==> config.mk <==
export PLATFORM = sky130hd
export DESIGN_NAME = game_event_gen
export DESIGN_NICKNAME = d
export VERILOG_FILES = /design/src/rtl/game_pkg.sv /design/src/rtl/btn_debounce.sv /design/src/rtl/game_event_gen.sv
export SDC_FILE = /design/constraint.sdc
export NUM_CORES = 1
export LEC_CHECK = 0
export CORE_MARGIN = 4
export CORE_UTILIZATION = 35
export CTS_CLUSTER_DIAMETER = 120
export CTS_CLUSTER_SIZE = 14
export DETAILED_ROUTE_END_ITERATION = 10
export PLACE_DENSITY = 0.52
export SYNTH_ARGS = -nofsm -noshare
export SYNTH_HDL_FRONTEND = slang
export SYNTH_HIERARCHICAL = 1
export SYNTH_SLANG_ARGS = --single-unit
==> constraint.sdc <==
create_clock -name clk -period 5.7 [get_ports clk]
set_input_delay 0.57 -clock clk [delete_from_list [all_inputs] [get_ports clk]]
set_output_delay 0.57 -clock clk [all_outputs]
set_load 0.02 [all_outputs]
==> src/rtl/game_pkg.sv <==
// game_pkg: shared game_state encodings used by the event generator and the game_state FSM
package game_pkg;
  localparam int STATE_W = 2;
  typedef enum logic [STATE_W-1:0] {
    GAME_INITIAL = 2'd0,
    GAME_PLAYING = 2'd1,
    GAME_OVER    = 2'd2
  } game_state_t;
endpackage

==> src/rtl/btn_debounce.sv <==
// btn_debounce: two-flop synchronizer, debouncer and registered rising-edge pulse for one raw button
// ports: clk, rst (sync active-high), btn (raw async level), pulse (one cycle per accepted press)
module btn_debounce #(
  parameter int DEBOUNCE_CYCLES = 1_000_000,
  parameter int DB_W = 20
) (
  input  logic clk,
  input  logic rst,
  input  logic btn,
  output logic pulse
);
  logic [1:0] sync;
  logic stable, stable_d;
  logic [DB_W-1:0] cnt;
  always_ff @(posedge clk) begin
    if (rst) begin
      sync <= '0;
      stable <= 1'b0;
      stable_d <= 1'b0;
      cnt <= '0;
      pulse <= 1'b0;
    end else begin
      sync <= {sync[0], btn};
      if (sync[1] == stable) cnt <= '0;
      else if (cnt == DB_W'(DEBOUNCE_CYCLES - 1)) begin
        stable <= ~stable;
        cnt <= '0;
      end else cnt <= cnt + 1'b1;
      stable_d <= stable;
      pulse <= stable & ~stable_d;
    end
  end
endmodule

==> src/rtl/game_event_gen.sv <==
// game_event_gen: button pulses, lives/invulnerability tracking and game_over level for the game_state FSM
// ports: clk, rst (sync active-high), btn_start/btn_restart (raw), hit, state (game_state readback)
//        -> start_game, restart (pulses), game_over (level), lives, invuln
module game_event_gen
  import game_pkg::*;
#(
  parameter int DEBOUNCE_CYCLES = 1_000_000,
  parameter int DB_W = 20,
  parameter int LIVES = 3,
  parameter int INVULN_CYCLES = 50_000_000,
  parameter int INV_W = 26
) (
  input  logic clk,
  input  logic rst,
  input  logic btn_start,
  input  logic btn_restart,
  input  logic hit,
  input  logic [STATE_W-1:0] state,
  output logic start_game,
  output logic restart,
  output logic game_over,
  output logic [3:0] lives,
  output logic invuln
);
  logic start_p, restart_p, playing, load, take;
  logic [3:0] lives_nxt;
  logic [INV_W-1:0] inv_cnt, inv_nxt;
  btn_debounce #(.DEBOUNCE_CYCLES(DEBOUNCE_CYCLES), .DB_W(DB_W)) u_start (
    .clk(clk), .rst(rst), .btn(btn_start), .pulse(start_p)
  );
  btn_debounce #(.DEBOUNCE_CYCLES(DEBOUNCE_CYCLES), .DB_W(DB_W)) u_restart (
    .clk(clk), .rst(rst), .btn(btn_restart), .pulse(restart_p)
  );
  // restart wins a same-cycle collision; the start edge is dropped, not deferred
  assign start_game = start_p & ~restart_p;
  assign restart = restart_p;
  assign invuln = |inv_cnt;
  assign playing = state == GAME_PLAYING;
  assign load = restart_p || state == GAME_INITIAL;
  assign take = playing && hit && !invuln && lives != 4'd0;
  always_comb begin
    lives_nxt = load ? 4'(LIVES) : take ? lives - 4'd1 : lives;
    inv_nxt = load ? '0 : take ? INV_W'(INVULN_CYCLES) : (invuln && playing) ? inv_cnt - 1'b1 : inv_cnt;
  end
  always_ff @(posedge clk) begin
    if (rst) begin
      lives <= 4'(LIVES);
      inv_cnt <= '0;
      game_over <= 1'b0;
    end else begin
      lives <= lives_nxt;
      inv_cnt <= inv_nxt;
      game_over <= lives_nxt == 4'd0;
    end
  end
endmodule

# == Word level (Yosys, flattened, before mapping) ==
# Cells that the tools add are included.
# word_totals
regBits,81
in_bits,7
output_inout_bits,8
word_cells,54
# classes
addsub,4
n_eq_ne,5
n_mux,4
bitwise_logic,10
reduce_logical,17
# ops
op,count
two-way mux 26 bit,2
"adder 20 x 1 -> 20 bit, second input constant",2
"equality test 20 bit, second input constant",2
OR reduction 26 bit,1
"subtractor 26 x 1 -> 26 bit, second input constant",1
OR reduction 3 bit,3
two-way mux 4 bit,2
inverter 1 bit,7
logical AND 1 bit,4
logical NOT 4 bit,1
AND reduction 2 bit,2
nonzero test 4 bit,1
"subtractor 4 x 1 -> 4 bit, second input constant",1
AND 1 bit,3
equality test 1 bit,2
"equality test 2 x 1 -> 1 bit, second input constant",1
logical NOT 2 bit,1
nonzero test 2 bit,1
OR reduction 2 bit,1
logical NOT 1 bit,1
logical OR 1 bit,1

# == Logic depth before layout (Yosys ltp) ==
# Gate-level depths: netlist (run 1).
# logic_depth
depth_word,7
depth_mapped,10

# == Hierarchy ==
# Netlist (run 1), hierarchy kept.
# by_module_without_submodules
mod,instances,cells_each,area_per_inst_um2,seq_area_each_um2
btn_debounce,2,125,1111.1,500.5
game_event_gen,1,201,1714.1,620.6

# == Worst setup path before layout (run 1) ==
# OpenSTA, ideal clock, no wires.
# synth_timing
path_type,input-to-reg
from,in state[1]
to,reg inv_cnt[22]
setup_time_ps,70
arrival_time_ps,2187
required_ps,5630
slack_ps,3443
cell_stages,5
n_path_buf,0
cell_sequence,or4b_2 > nor4_1 > nand4_1 > xor2_1 > a21oi_1
# synth_via
elab_chain_len,5
# synth_lines
item,line,rtl
from (decl),game_event_gen.sv:18,"input logic [STATE_W-1:0] state,"
equality test 2 x 1 -> 1 bit,game_event_gen.sv:38,assign playing = state == GAME_PLAYING;
logical AND 1 bit (3 in series),game_event_gen.sv:40,assign take = playing && hit && !invuln && lives != 4'd0;
two-way mux 26 bit / nonzero test 2 bit (equally long branches),-,
to (signal assigned),game_event_gen.sv:52,inv_cnt <= inv_nxt;
to (decl),game_event_gen.sv:27,"logic [INV_W-1:0] inv_cnt, inv_nxt;"
# Several ways; a longest one is shown, not always the timed one.
# A chain may end at the register's enable or synchronous reset.

# == Final worst setup path (run 1) ==
# layout_timing
from,reg inv_cnt[20]
to,out invuln
# layout_via
elab_chain_len,1
# layout_lines
item,line,rtl
OR reduction 26 bit,game_event_gen.sv:37,assign invuln = |inv_cnt;
to (decl),game_event_gen.sv:23,output logic invuln
# Every way passes these cells.

==> results.toml, run 1 <==
[pwr]
swShare_pct = 39.2
peakVddDrop_mv = 0.329
internal-power_uw = 1340
power.density_nw_per_um2 = 493
leakage_uw = 0.00141
p_seq_share_pct = 32.0
power_switching_uw = 863
clkPwrFrac_pct = 26.1
combPwrFrac_pct = 42.0

[drt]
vias = 3177
post-route-drc-count = 0
first_iter_violations = 210
wirelength_um = 7860
wl_met3_um = 260
routed-wl-met2_um = 3570
m1WireLength_um = 3850
via_per_inst = 5.22
ant_nets = 0
wl_per_cell_um = 12.9
top_layer = "met4"
first_pass_iters = 4

[timing]
layout_worst_path_cycle_share_pct = 62.1
fin_setup_tns_ns = 0
fin_skew_ns = 0.00579
worst_slack_ns = 2.16
timing.final.crit_period_ns = 3.54
setup_viol = 0
hold_viol_final = 0
fmax_mhz = 282
slew-limit-headroom_pct = 34.9
tightest_slew_ns = 0.967
rsz0062_at_grt = "false"
maxSlewViolCount = 0

[layout]
layout.nets = 475
antenna_cells = 0
fin_cells = 609
fillerInstances = 1118
layout-drive-gt1-share_pct = 9.17
area_growth_pct = 13.3
postLayoutCoreUtil_pct = 40.8

[logic_synthesis]
synth_edf_count = 0
async_reset_ff_share_pct = 0
synth-seq-cells = 81
synth.distinct_cells = 55
yosysWarnings = 6
synth_nets = 462
avgSynthCellArea_um2 = 8.73
syn-cell-area_um2 = 3940
synth_cells = 451
synth_flop_cell = "dfxtp_1"
yosysSeqAreaShare_pct = 41.2

[die]
dieArea_um2 = 13000
die_y_um = 114
core-area_um2 = 10900
start_util_pct = 36.0
die_w_um = 114
rows = 38
ios = 15

[clocking]
ctsHoldBuffers = 0
postCtsSetupBuffers = 0
cts_buffer_depth = 2
h-tree-depth = 3
cts_sinks = 81
tritoncts = "built"
clk-insertion-delay-late_ns = 0.33
path_clk_slew_ns = 0.06
numCtsBuffers = 9
ctsRootBufferMaster = "clkbuf_16"
post_cts_resized = 0

[setup_path]
critPathArrivalTime_ns = 2.97
crit_chain = "nor4_1, nand4_1, nor2_1, nand2_1, clkdlybuf4s50_1"
r2r-end = "inv_cnt[0]"
reg2reg_from = "inv_cnt[0]"
critical-path-max-stage-delay_ns = 0.67
r2r_cells = 7
worstPathRequired_ns = 5.13
crit_family = "simple AND/OR/NAND/NOR gates"
cpMaxStageDelayCell = "nand4_1"
path_depth = 5
r2r_slack_ns = 2.54
crit_path_start_kind = "register"
crit_end = "invuln"
cp_num_buf_inv = 1
crit_type = "register to primary output"
crit_start = "inv_cnt[20]"
critical_path.max_fanout = 14
worstSetupEndpointType = "primary output"

[grt]
grt-ovfl-total = 0
grt_pass1_vias = 3087
grt_use_total_pct = 12.9
grt_pass1_wl_um = 13800
grt_max_degree = 22
antenna_found_initial = 0

[placement]
port_buffers = 14
dp_cells = 593
pre_cts_ws_ns = 2.27
dp_hpwl_um = 5460
place.gp.congestion = 0.760

[flow_run]
maxCapViolCount = 0

[hold_path]
hp-class = "register to register"

[status]
run_status = "finished, final reports clean"
[logic make-up (layout without fill, tap and decap cells)]
kind of cell | after synthesis | after routing | share of synthesized area (%)
AO/OA/AOI/OAI | 66 | 66 | 11.7
XOR/XNOR | 43 | 43 | 9.57
adder cells (fa/ha/maj) | 4 | 4 | 1.27
buffers and inverters | 34 | 52 | 4.42
flip-flops | 81 | 81 | 41.2
multiplexers | 4 | 4 | 1.02
AND/OR/NAND/NOR | 219 | 219 | 30.9
[metal layers]
layer,global-route usage [%],vias up
met5,0,-
met4,5.62,0
met3,3.70,12
met2,21.0,40
met1,15.8,1490
li1,-,1635
[cells in the final DEF, fill, tap and decap left out, drive strengths merged, types with 5 or more instances in the layout]
cell,Yosys,layout
nor4,12,12
xor2,16,16
clkbuf,7,10
or2,5,5
nor2b,6,6
inv,21,21
a21oi,22,22
a31oi,5,5
nand2,23,23
or3,16,16
dfxtp,81,81
clkdlybuf4s50,0,14
nand3,20,20
o21ai,14,14
nor2,62,62
xnor2,27,27
or4,12,12
and4,5,5
nand2b,7,7
nand4,13,13
nor3,22,22
o31ai,10,10
[worst register-to-register path: stages (launching register included)]
cell and delay, ns:
dfxtp_1 0.34, inv_1 0.06, ha_1 0.18, or3b_2 0.53, nor2_1 0.25, nand4_1 0.78, nand2_1 0.78, nor2_1 0.11
[flip-flops by register name (all words and copies together), names as in the netlist]
| name | flops |
|---|---|
| game_over | 1 |
| inv_cnt | 26 |
| lives | 4 |
| u_restart/cnt | 20 |
| u_restart/pulse | 1 |
| u_restart/stable | 1 |
| u_restart/stable_d | 1 |
| u_restart/sync | 2 |
| u_start/cnt | 20 |
| u_start/pulse | 1 |
| u_start/stable | 1 |
| u_start/stable_d | 1 |
| u_start/sync | 2 |
[how the worst min path moves through the flow]
stage / slack (ns) / to / startpoint / cells after the start
2_1_floorplan: 0.37 / u_restart/pulse / u_restart/stable_d / 1
3_3_place_gp: 0.37 / u_start/pulse / u_start/stable_d / 1
3_5_place_dp: 0.38 / u_start/pulse / u_start/stable_d / 1
4_1_cts: 0.38 / u_start/pulse / u_start/stable_d / 1
5_1_grt: 0.40 / u_start/pulse / u_start/stable_d / 1
6_report: 0.38 / u_start/pulse / u_start/stable_d / 1
[metrics by stage]
stage               cell area, µm²  total power, µW  hold WS [ns]
detailed placement            4160             1630         0.376
global route                  4460             2350         0.400
CTS                           4460             2220         0.384
floorplan                     3940             1490         0.368
global placement              4160             1610         0.373
finish                        4460             2200         0.379
[power by group through the flow]
stage	Combinational, µW	Sequential (µW)	Clock, µW
2_1_floorplan	791	699	0
4_1_cts	925	702	594
3_3_place_gp	901	713	0
6_report	923	703	574
3_5_place_dp	920	715	0
5_1_grt	1020	711	620
[cell usage after synthesis, types with 5 or more instances]
library cell	count	area, µm²
nor3_1	21	105
or3_1	11	68.8
inv_1	21	78.8
and4_1	5	43.8
xnor2_1	27	236
nor2_1	62	233
o31ai_1	8	60.1
dfxtp_1	81	1620
a21oi_1	22	110
nand2b_1	7	43.8
nor2b_1	6	37.5
nand4_1	13	81.3
a31oi_1	5	31.3
or4_1	8	60.1
nand2_1	23	86.3
nand3_1	18	90.1
clkbuf_1	5	18.8
xor2_1	16	140
o21ai_0	11	55.1
nor4_1	12	75.1
[final cells by class]
| class | count | area (µm²) | share of cell area [%] |
|---|---|---|---|
| multi-input cells | 336 | 2140 | 48.0 |
| flip-flops and latches | 81 | 1620 | 36.4 |
| clock buffers | 10 | 239 | 5.36 |
| well taps | 140 | 175 | 3.93 |
| repair buffers | 15 | 148 | 3.31 |
| inverters | 21 | 78.8 | 1.77 |
| clock inverters | 6 | 57.6 | 1.29 |
Power figures use the tool's default switching activity.
==> inputs of run 2 (changes only) <==
==> constraint.sdc (replaced) <==
create_clock -name clk -period 3.5 [get_ports clk]
set_input_delay 0.35 -clock clk [delete_from_list [all_inputs] [get_ports clk]]
set_output_delay 0.35 -clock clk [all_outputs]
set_load 0.02 [all_outputs]
==> run 2 against run 1 <==
- via count increased by 0.57%
- worst setup slack got worse by 1.4 ns
- sequential power grew 62%
- sequential share of layout area shrank 0.44 points
- wire length is 1.2% lower
- power increased by 67%
- clock power up 74%
- core utilization grew 0.50 points
- critical path type unchanged
==> results.toml, run 2 (synthesized netlist as in run 1, its figures left out) <==
[drt]
via_per_inst = 5.21
wirelength_um = 7770
first_iter_violations = 182
post-route-drc-count = 0
wl_per_cell_um = 12.7
first_pass_iters = 6
vias = 3195
ant_nets = 0

[setup_path]
crit_chain = "nor4_1, nand4_1, buf_4, nor2_1, nand2_1, clkdlybuf4s50_1"
cpMaxStageDelayCell = "clkdlybuf4s50_1"
crit_type = "register to primary output"
worstPathRequired_ns = 3.15
critPathArrivalTime_ns = 2.37
worstSetupEndpointType = "primary output"
crit_path_start_kind = "register"
critical-path-max-stage-delay_ns = 0.54
cp_num_buf_inv = 2
critical_path.max_fanout = 14
crit_family = "simple AND/OR/NAND/NOR gates"

[layout]
fillerInstances = 1123
antenna_cells = 0
area_growth_pct = 14.7
layout.nets = 479
multi_input_area_um2 = 2140
layout-drive-gt1-share_pct = 9.73
top_regs = "inv_cnt x26, u_restart/cnt x20, u_start/cnt x20"
final_common_cell = "dfxtp_1"
final_cell_mix = "dfxtp_1 (81), nor2_1 (62), xnor2_1 (27), nand2_1 (23), a21oi_1 (22)"
regArea_um2 = 1620
largest_reg_flops = 26
largest-register = "inv_cnt"

[clocking]
h-tree-depth = 3
ctsHoldBuffers = 0
numCtsBuffers = 9
cts_sinks = 81
path_clk_slew_ns = 0.06
postCtsSetupBuffers = 0
ctsRootBufferMaster = "clkbuf_16"
post_cts_resized = 0
cts_buffer_depth = 2
clk-insertion-delay-late_ns = 0.33
tritoncts = "built"

[timing]
fin_skew_ns = 0.00704
setup_viol = 0
fin_setup_tns_ns = 0
slew-limit-headroom_pct = 48.3
whs_ns = 0.384
hold_viol_final = 0
timing.final.crit_period_ns = 2.72
maxSlewViolCount = 0
tightest_slew_ns = 0.775
layout_worst_path_cycle_share_pct = 77.6
rsz0062_at_grt = "false"
fmax_mhz = 368

[pwr]
leakage_uw = 0.00144
peakVddDrop_mv = 0.697
power.density_nw_per_um2 = 814

[grt]
grt-ovfl-total = 0
grt_use_total_pct = 13.5
grt_pass1_vias = 3056
grt_max_degree = 19
grt_pass1_wl_um = 14400
antenna_found_initial = 0

[placement]
port_buffers = 14
place.gp.congestion = 0.765
dp_hpwl_um = 5480

[die]
die_y_um = 114
ios = 15
start_util_pct = 36.0
rows = 38
die_w_um = 114
dieArea_um2 = 13000
core-area_um2 = 10900

[flow_run]
maxCapViolCount = 0

[status]
run_status = "finished, final reports clean"

[hold_path]
hp-class = "register to register"
## run 2: cell types whose count changed in the layout (fill, tap and decap cells not counted)
cell / delta
bufinv_16: +1
clkinv_4: +1
clkbuf_1: +1
buf_4: +4
clkinv_2: -2
clkinvlp_4: -1
## run 2: worst register-to-register path, stage by stage, from the launching register on
cell and delay, ns:
dfxtp_1 0.34, inv_1 0.06, ha_1 0.19, or3b_2 0.54, nor2_1 0.26, nand4_1 0.23
buf_4 0.27, or3_1 0.36, a21oi_1 0.13
## run 2: stage by stage
| stage | std cells | cell area, µm² | setup WS (ns) | utilization [%] | power [µW] |
|---|---|---|---|---|---|
| 2_1_floorplan | 451 | 3940 | 1.32 | - | 2430 |
| 3_3_place_gp | 597 | 4190 | 1.09 | 38.4 | 2670 |
| 3_5_place_dp | 597 | 4190 | 1.05 | 38.4 | 2680 |
| 4_1_cts | 613 | 4520 | 0.761 | 41.3 | 3720 |
| 5_1_grt | 613 | 4520 | 0.472 | 41.3 | 3970 |
| 6_report | 613 | 4520 | 0.783 | 41.3 | 3680 |
## run 2: metal layers
metal,wire [µm],track usage [%],vias to the layer above
met4,180,6.81,0
met1,3820,17.6,1501
met5,0,0,-
li1,-,-,1647
met2,3530,21.1,36
met3,227,2.96,11
## run 2: layout make-up
type / instances / share of cell area, %
multi-input combinational: 336 / 47.4
timing repair buffer: 19 / 3.93
inverter: 21 / 1.75
clock inverter: 5 / 1.75
sequential: 81 / 35.9
tap: 140 / 3.88
clock buffer: 11 / 5.38
## run 2: path summary, 6_finish.rpt
kind                                          from              end  slack (ns)  cells past startpoint
worst max-delay path                   inv_cnt[20]           invuln        0.78                      6
worst min register to register  u_restart/stable_d  u_restart/pulse        0.38                      1
worst min-delay path            u_restart/stable_d  u_restart/pulse        0.38                      1
worst max register to register          inv_cnt[0]         lives[3]        1.06                      8
## run 2: report_power, final
| part | switching, µW | total [µW] | internal (µW) | leakage (µW) |
|---|---|---|---|---|
| clock | 361 | 1000 | 643 | 0.000159 |
| combinational | 906 | 1530 | 623 | 0.000630 |
| sequential | 107 | 1140 | 1040 | 0.000655 |
==> inputs of run 3 (changes only) <==
--- a/config.mk
+++ b/config.mk
@@ -10,7 +10,7 @@
 export CTS_CLUSTER_DIAMETER = 120
 export CTS_CLUSTER_SIZE = 14
 export DETAILED_ROUTE_END_ITERATION = 10
-export PLACE_DENSITY = 0.52
+export PLACE_DENSITY = 0.53
 export SYNTH_ARGS = -nofsm -noshare
 export SYNTH_HDL_FRONTEND = slang
 export SYNTH_HIERARCHICAL = 1
==> constraint.sdc (replaced) <==
create_clock -name clk -period 2.45 [get_ports clk]
set_input_delay 0.245 -clock clk [delete_from_list [all_inputs] [get_ports clk]]
set_output_delay 0.245 -clock clk [all_outputs]
set_load 0.02 [all_outputs]
==> run 3 against run 2 <==
- design area up 1.3%
- critical path type is now register to register
- global-route usage decreased by 0.72 points
- sequential cell count is the same
- clock power rose by 31%
- final cell count is 1.3% higher
- register-to-register slack worse by 0.97 ns
- largest power group unchanged
- non-clock buffer count grew 10
- count of clock-buffer cells in the layout unchanged
- sequential power rose by 44%
- clock skew about the same
- core utilization is 0.55 points higher
- wire length increased by 0.88%
==> results.toml, run 3 (synthesized netlist as in run 1, its figures left out) <==
[clocking]
tritoncts = "built"
path_clk_slew_ns = 0.06
h-tree-depth = 3
clk-insertion-delay-late_ns = 0.34
ctsRootBufferMaster = "clkbuf_16"
cts_buffer_depth = 2
numCtsBuffers = 9
ctsHoldBuffers = 0
cts_sinks = 81

[timing]
maxSlewViolCount = 0
rsz0062_at_grt = "true"
setup_viol = 0
hold_viol_final = 0
timing.final.crit_period_ns = 2.36
fmax_mhz = 424
layout_worst_path_cycle_share_pct = 96.3
fin_setup_tns_ns = 0
slew-limit-headroom_pct = 67.1
tightest_slew_ns = 0.494
fin_skew_ns = 0.00677

[grt]
antenna_found_initial = 0
grt_use_total_pct = 12.8
grt_pass1_vias = 3003
grt_pass1_wl_um = 13700
grt-ovfl-total = 0
grt_max_degree = 15

[layout]
layout.nets = 489
top_regs = "inv_cnt x26, u_restart/cnt x20, u_start/cnt x20"
final_cell_mix = "dfxtp_1 (81), nor2_1 (62), xnor2_1 (27), nand2_1 (23), a21oi_1 (22)"
antenna_cells = 0
layout-drive-gt1-share_pct = 11.4
final_common_cell = "dfxtp_1"
largest-register = "inv_cnt"
largest_reg_flops = 26
area_growth_pct = 16.2
fin_cells = 621

[drt]
first_pass_iters = 4
vias = 3156
wirelength_um = 7830
post-route-drc-count = 0
first_iter_violations = 180
ant_nets = 0
via_per_inst = 5.08
wl_per_cell_um = 12.6

[setup_path]
crit_chain = "or4_4, or4_1, o21ai_4, o21ai_1, a31oi_1"
worstPathRequired_ns = 2.70
cpMaxStageDelayCell = "or4_1"
worstSetupEndpointType = "register"
critical_path.max_fanout = 9
critical-path-max-stage-delay_ns = 0.71
cp_num_buf_inv = 0
crit_path_start_kind = "register"
crit_family = "simple AND/OR/NAND/NOR gates"
critPathArrivalTime_ns = 2.61
crit_type = "register to register"

[pwr]
power.density_nw_per_um2 = 1160
leakage_uw = 0.00148
peakVddDrop_mv = 0.961

[hold_path]
hp-class = "register to register"

[die]
die_w_um = 114
rows = 38
die_y_um = 114
core-area_um2 = 10900
ios = 15
start_util_pct = 36.0
dieArea_um2 = 13000

[flow_run]
maxCapViolCount = 0

[placement]
place.gp.congestion = 0.811
port_buffers = 14
dp_hpwl_um = 5660
dp_cells = 607

[status]
run_status = "finished, final reports clean"
==> run 3: area by class of cell <==
class | count | area (µm²)
Clock buffer | 11 | 243
Fill cell | 1096 | 6360
Clock inverter | 3 | 42.5
Inverter | 21 | 78.8
Multi-Input combinational cell | 336 | 2150
Tap cell | 140 | 175
Sequential cell | 81 | 1620
Timing Repair Buffer | 29 | 268
==> run 3: routing by layer <==
metal | GRT usage (%) | vias to the layer above | part of all wire [%]
li1 | - | 1660 | -
met4 | 5.62 | 0 | 1.9
met1 | 16.5 | 1444 | 49
met5 | 0 | - | 0
met3 | 3.33 | 12 | 3.9
met2 | 20.3 | 40 | 45
==> run 3: worst paths after layout <==
| path | startpoint | end | slack, ns | depth (start not counted) |
|---|---|---|---|---|
| max | inv_cnt[4] | inv_cnt[12] | 0.09 | 5 |
| min | u_start/stable_d | u_start/pulse | 0.39 | 1 |
| max reg2reg | inv_cnt[4] | inv_cnt[12] | 0.09 | 5 |
| min reg2reg | u_start/stable_d | u_start/pulse | 0.39 | 1 |
==> run 3: what timing repair did <==
| action | CTS | global route |
|---|---|---|
| endpoints found under the setup margin | 1 | 4 |
| pin swaps | 0 | 1 |
| gates resized for setup | 2 | 3 |
| buffers inserted | 0 | 0 |
==> run 3: power by group <==
part	total, µW	internal (µW)	switching (µW)
logic	2360	1020	1340
clock network	1310	804	504
registers	1640	1480	162
total	5310	3310	2010
==> run 3: per-stage QoR <==
| stage | area [µm²] | hold WS (ns) | setup WS (ns) | util [%] | total power [µW] |
|---|---|---|---|---|---|
| floorplan | 3940 | 0.317 | 0.266 | - | 3470 |
| global placement | 4280 | 0.378 | 0.119 | 39.2 | 4030 |
| detailed placement | 4280 | 0.382 | 0.115 | 39.2 | 4060 |
| CTS | 4570 | 0.394 | 0.0977 | 41.8 | 5360 |
| global route | 4580 | 0.402 | -0.00344 | 41.8 | 5720 |
| finish | 4580 | 0.389 | 0.0903 | 41.8 | 5310 |
